`src/rtl/icache_fill.sv`:
```
// icache_fill: direct-mapped instruction cache. Hits return in the same cycle; a miss refills WORDS beats
// paced by mem_ready, with stallF high until the hit. Define ICACHE_PERF_EN to enable hit/miss counters.
module icache_fill #(
   parameter int LINES = 16,
   parameter int WORDS = 4
) (
   input  logic        clk,
   input  logic        reset,
   input  logic [31:0] pcF,
   output logic [31:0] instrF,
   output logic        stallF,
   input  logic        inv,
   output logic        mem_req,
   output logic [31:0] mem_addr,
   input  logic        mem_ready,
   input  logic [31:0] mem_rdata,
   output logic [31:0] hit_count,
   output logic [31:0] miss_count
);

   localparam int OFF_W  = $clog2(WORDS);
   localparam int IDX_W  = $clog2(LINES);
   localparam int LINE_W = 30 - OFF_W;
   localparam int TAG_W  = LINE_W - IDX_W;
   localparam logic [OFF_W-1:0] LAST_BEAT = OFF_W'(WORDS - 1);

   typedef enum logic {IDLE, REFILL} state_t;

   state_t             state;
   logic [LINES-1:0]   valid;
   logic [TAG_W-1:0]   tag_mem  [LINES];
   logic [31:0]        data_mem [LINES*WORDS];
   logic [OFF_W-1:0]   beat;
   logic [LINE_W-1:0]  base_line;
   logic               inv_pend;

   logic [OFF_W-1:0]   off;
   logic [IDX_W-1:0]   idx;
   logic [TAG_W-1:0]   tag;
   logic [IDX_W-1:0]   ref_idx;
   logic [TAG_W-1:0]   ref_tag;
   logic               hit;
   logic               accept;
   logic               last;
   logic [1:0]         unused_byte_bits;

   assign off              = pcF[2 +: OFF_W];
   assign idx              = pcF[2+OFF_W +: IDX_W];
   assign tag              = pcF[2+OFF_W+IDX_W +: TAG_W];
   assign ref_idx          = base_line[IDX_W-1:0];
   assign ref_tag          = base_line[LINE_W-1:IDX_W];
   assign unused_byte_bits = pcF[1:0];

   always_comb begin
      hit    = (state == IDLE) && valid[idx] && (tag_mem[idx] == tag);
      accept = (state == REFILL) && mem_ready;
      last   = accept && (beat == LAST_BEAT);
      stallF = !hit;
      instrF = hit ? data_mem[{idx, off}] : 32'd0;
   end

   always_ff @(posedge clk or negedge reset) begin
      if (!reset) begin
         state     <= IDLE;
         valid     <= '0;
         beat      <= '0;
         mem_req   <= 1'b0;
         mem_addr  <= '0;
         base_line <= '0;
         inv_pend  <= 1'b0;
      end else begin
         if (inv)
            valid <= '0;
         case (state)
            IDLE: begin
               if (!hit) begin
                  state     <= REFILL;
                  base_line <= pcF[31:2+OFF_W];
                  mem_addr  <= {pcF[31:2+OFF_W], {(2+OFF_W){1'b0}}};
                  mem_req   <= 1'b1;
                  beat      <= '0;
                  inv_pend  <= 1'b0;
               end
            end
            REFILL: begin
               // An invalidate seen at any point of the refill keeps the new line invalid.
               if (inv)
                  inv_pend <= 1'b1;
               if (mem_ready) begin
                  if (beat == LAST_BEAT) begin
                     state   <= IDLE;
                     mem_req <= 1'b0;
                     beat    <= '0;
                     if (!inv && !inv_pend)
                        valid[ref_idx] <= 1'b1;
                  end else begin
                     beat     <= beat + 1'b1;
                     mem_addr <= mem_addr + 32'd4;
                  end
               end
            end
         endcase
      end
   end

   // Arrays carry no reset; validity alone decides whether their contents matter.
   always_ff @(posedge clk) begin
      if (accept)
         data_mem[{ref_idx, beat}] <= mem_rdata;
      if (last)
         tag_mem[ref_idx] <= ref_tag;
   end

`ifdef ICACHE_PERF_EN
   always_ff @(posedge clk or negedge reset) begin
      if (!reset) begin
         hit_count  <= '0;
         miss_count <= '0;
      end else begin
         if (hit)
            hit_count <= hit_count + 32'd1;
         if ((state == IDLE) && !hit)
            miss_count <= miss_count + 32'd1;
      end
   end
`else
   assign hit_count  = 32'd0;
   assign miss_count = 32'd0;
`endif

endmodule
```
`config.mk`:
```
export PLATFORM = sky130hd
export DESIGN_NAME = icache_fill
export DESIGN_NICKNAME = d
export VERILOG_FILES = /design/src/rtl/icache_fill.sv
export SDC_FILE = /design/constraint.sdc
export NUM_CORES = 2
export LEC_CHECK = 0
export BUFFER_PORTS_ARGS = -buffer_cell sky130_fd_sc_hd__buf_2
export CAP_MARGIN = 15
export CORE_UTILIZATION = 57
export DETAILED_ROUTE_END_ITERATION = 8
export GPL_ROUTABILITY_DRIVEN = 0
export PLACE_DENSITY = 0.73
export SLEW_MARGIN = 15
export SYNTH_ARGS = -nofsm -noshare
export SYNTH_HDL_FRONTEND = slang
export SYNTH_SLANG_ARGS = --single-unit
```
`constraint.sdc`:
```
create_clock -name clk -period 3.9 [get_ports clk]
set_input_delay 0 -clock clk [delete_from_list [all_inputs] [get_ports clk]]
set_output_delay 0 -clock clk [all_outputs]
set_load 0.01 [all_outputs]
```
==> summary.md <==
| Metric | Value |
|---|---|
| Outcome | completed |
| Clk sinks | 2511 |
| CTS tree | done |
| Router iterations before antenna repair | 5 |
| # rows | 151 |
| Multiplexer area fraction after synthesis | 0.186 |
| Pwr Total | approximately 60 mW |
| Die W | 415 um |
| Hold Path Cell Cnt | 3 |
| Initial antenna violation count | 5 |
| Pleak | 35.2 nW |
| Post-Syn Area | 97400 um^2 |
| Finished Core Util | 0.654 |
| Total CTS buffers | 233 |
| GRT met2 Usage | 0.457 |
| Post-synthesis sequential area ratio | 0.770 |
| GRT Max-Usage Layer | met2 |
| Worst clock skew | 0.0301 ns |
| Congestion Overflow GR | 0 |
| Setup Slack @ Placement | 0.241 ns |
| GRT Total Usage | 0.282 |
| Max Slew Vio Count | 0 |
| Post-synthesis compound-gate area fraction | 0.00950 |
| Crit Path Class | reg2out |
| Largest net degree at the start of global routing | 98 |
| CP Data Required Time | slightly below 4 ns |
| Power Density | 542 nW/um^2 |
| H-tree levels | 4 |
| Post-layout min period | 3.86 ns |
| Setup TNS | 0 ns |
| Fmax | roughly 0.26 GHz |
| Top-area cell type share of the netlist area | 0.750 |
| Yosys top cell by area | edfxtp_1 |
| DRC marker count from the first detailed-route iteration | 6452 |
| Endpoints failing hold | 0 |
| IO Port Bufs | 129 |
| Synth unique cells | 70 |
| Synth Area in Adders | 0.000257 |
| Max Root-Sink Buffers | 3 |
| Ys flop type | edfxtp_1 |
| M1 GR Usage | 0.386 |
| Synth top area cells | edfxtp_1 (75%), mux4_2 (18%), dfrtp_1 (2.0%) |
| Worst Path Arrival | 3.86 ns |
| Yosys reg bits | 2511 |
| Min-delay worst type | in2reg |
| Crit path capture type | output port |
| VDD IR max | ~560 uV |
| Period Utilization, post-route | 0.989 |
| Setup WS post-layout | 0.0419 ns |
| ANT nets after route | 0 |
| Post-route DRC | 0 |
| Vias in the first global route | roughly 47000 |
| CP Launch Type | register |
| Chip height | 415 um |
| Initial Util | 0.575 |
| Slew margin rel. | 0.232 |
| Vias | roughly 47000 |
| Fin area | between 100000 and 150000 um^2 |
| Cell count after synthesis | 4129 |
| FF-to-FF path depth | 8 |
| Async SR Flop Fraction | 0.0315 |
| Crit Path Max Fanout | 18 |
| Maxcap violations | 0 |
| Largest family of logic cells by synthesized area | multiplexers |
| Syn avg cell area | ~24 um^2 |
| Core area | 169000 um^2 |
| Clk_lat worst skew | between 0.8 and 0.9 ns |
| Area post-placement | 102000 um^2 |
| First-pass GRT wire length | 342000 um |
| WHS | 0.0767 ns |
| Vias per inst | 6.65 |
| Placed cells | approximately 6500 |
| Synth Area in XOR/XNOR | 0.00376 |
| Syn. warnings | 0 |
| Post-detail-place hpwl | around 130000 um |
| Slew at the pin closest to its max-slew limit | 1.15 ns |
| Layout cell share with drive strength beyond 1 | 0.333 |
| Wire length per cell | 34.3 um |
| Non-Filler Instances | 7009 |
| Die ar. | between 150000 and 200000 um^2 |
| I/O pin count | just under 200 |
| Final setup viols | 0 |
| Synth Area in Simple Gates | 0.0148 |
| Clk slew on worst S/H paths | ~0.06 ns |
| Filler Cell Count | 10400 |
| Met3 usage | 0.0570 |
| Area grow syn2layout | 13.7% |
| Fin nets | 4658 |
| Root buffer cell | clkbuf_16 |
| EDFF count, synth | 2432 |
| RSZ-0062 raised after global routing | true |
| DRT Wirelength | around 240000 um |
[cells in the mapped netlist, drive strengths merged (8+ instances only)]
library cell	n
a21oi	13
a221o	17
a31oi	8
and2	35
and3	9
buf	113
clkbuf	174
dfrtp	79
edfxtp	2432
inv	23
mux2	36
mux2i	51
mux4	764
nand2	46
nand3	17
nor2	125
nor3	10
o21ai	11
o22ai	22
xnor2	25
xor2	16
[power breakdown]
group / switching [mW] / internal [mW]
clock: 9.83 / 12.3
sequential: 1.04 / 31.4
combinational: 3.34 / 2.08
[kinds of logic after synthesis]
family                     after synthesis
muxes                                  851
xor gates and xnor gates                41
AOI/OAI and AO/OA                      120
and+or+nand+nor                        292
buffers and inverters                  311
adders and majority gates                2
other                                    1
DFF                                   2511
[cells in the final DEF (no fill, tap or decap), types with 9 or more instances in the layout]
master / instances
edfxtp_1: 2432
mux4_2: 764
clkbuf_16: 234
buf_4: 212
buf_2: 122
nor2_4: 80
dfrtp_1: 79
dlygate4sd3_1: 77
conb_1: 66
clkinv_1: 61
clkbuf_1: 56
mux2i_1: 50
nand2_1: 46
nor2_1: 45
clkinv_2: 40
and2_1: 35
mux2_2: 33
buf_12: 29
inv_1: 22
o22ai_1: 22
xnor2_1: 21
bufinv_16: 19
nand3_1: 17
a221o_1: 17
xor2_1: 16
a21oi_1: 13
o21ai_0: 10
nor3_1: 9
[sequential cells by signal, indices dropped and copies added, names as in the netlist]
register   cells
data_mem    2048
valid         16
beat           2
inv_pend       1
state          1
mem_req        1
mem_addr      30
tag_mem      384
base_line     28
[area by class of cell]
class,count,area (um^2),share of cell area
multi-input combinational,1372,21800,0.197
timing repair buffer,446,3650,0.0330
antenna,4,10.0,0.0000903
clock buffer,291,6080,0.0549
tap,2218,2780,0.0250
clock inverter,143,1370,0.0124
inverter,24,90.1,0.000813
sequential,2511,75000,0.677
[critical path: stages (launching register included)]
cell       delay [ns]
edfxtp_1         0.37
mux4_2           0.46
mux4_2           0.58
xnor2_4          0.22
o2111ai_4        0.19
nor4_4           0.36
and3_4           0.30
buf_12           0.17
and2_1           0.16
buf_2            0.13
[final timing paths]
path / endpoint / from / slack, ns
min reg2reg: valid[4] / valid[4] / 0.51
max in group asynchronous: mem_addr[6] / reset / 3.10
min in group asynchronous: base_line[12] / reset / 0.28
max reg2reg: mem_addr[10] / tag_mem[11][3] / 0.46
max: instrF[18] / tag_mem[7][9] / 0.04
min: base_line[14] / pcF[18] / 0.08
[routing by layer]
metal,up-vias,part of all wire
met5,-,0.00016
met4,6,0.035
met3,497,0.10
met2,2816,0.50
met1,24800,0.37
li1,18400,-
[what timing repair did]
| item | 4_1_cts | 5_1_grt |
|---|---|---|
| pin swaps | 1 | 2 |
| hold endpoints to repair | 2203 | 0 |
| buffers inserted | 0 | 3 |
| endpoints found under the setup margin | 32 | 32 |
| hold buffers | 78 | 0 |
| gates resized for setup | 7 | 6 |
Note: power is estimated with default switching activity, not from simulation.
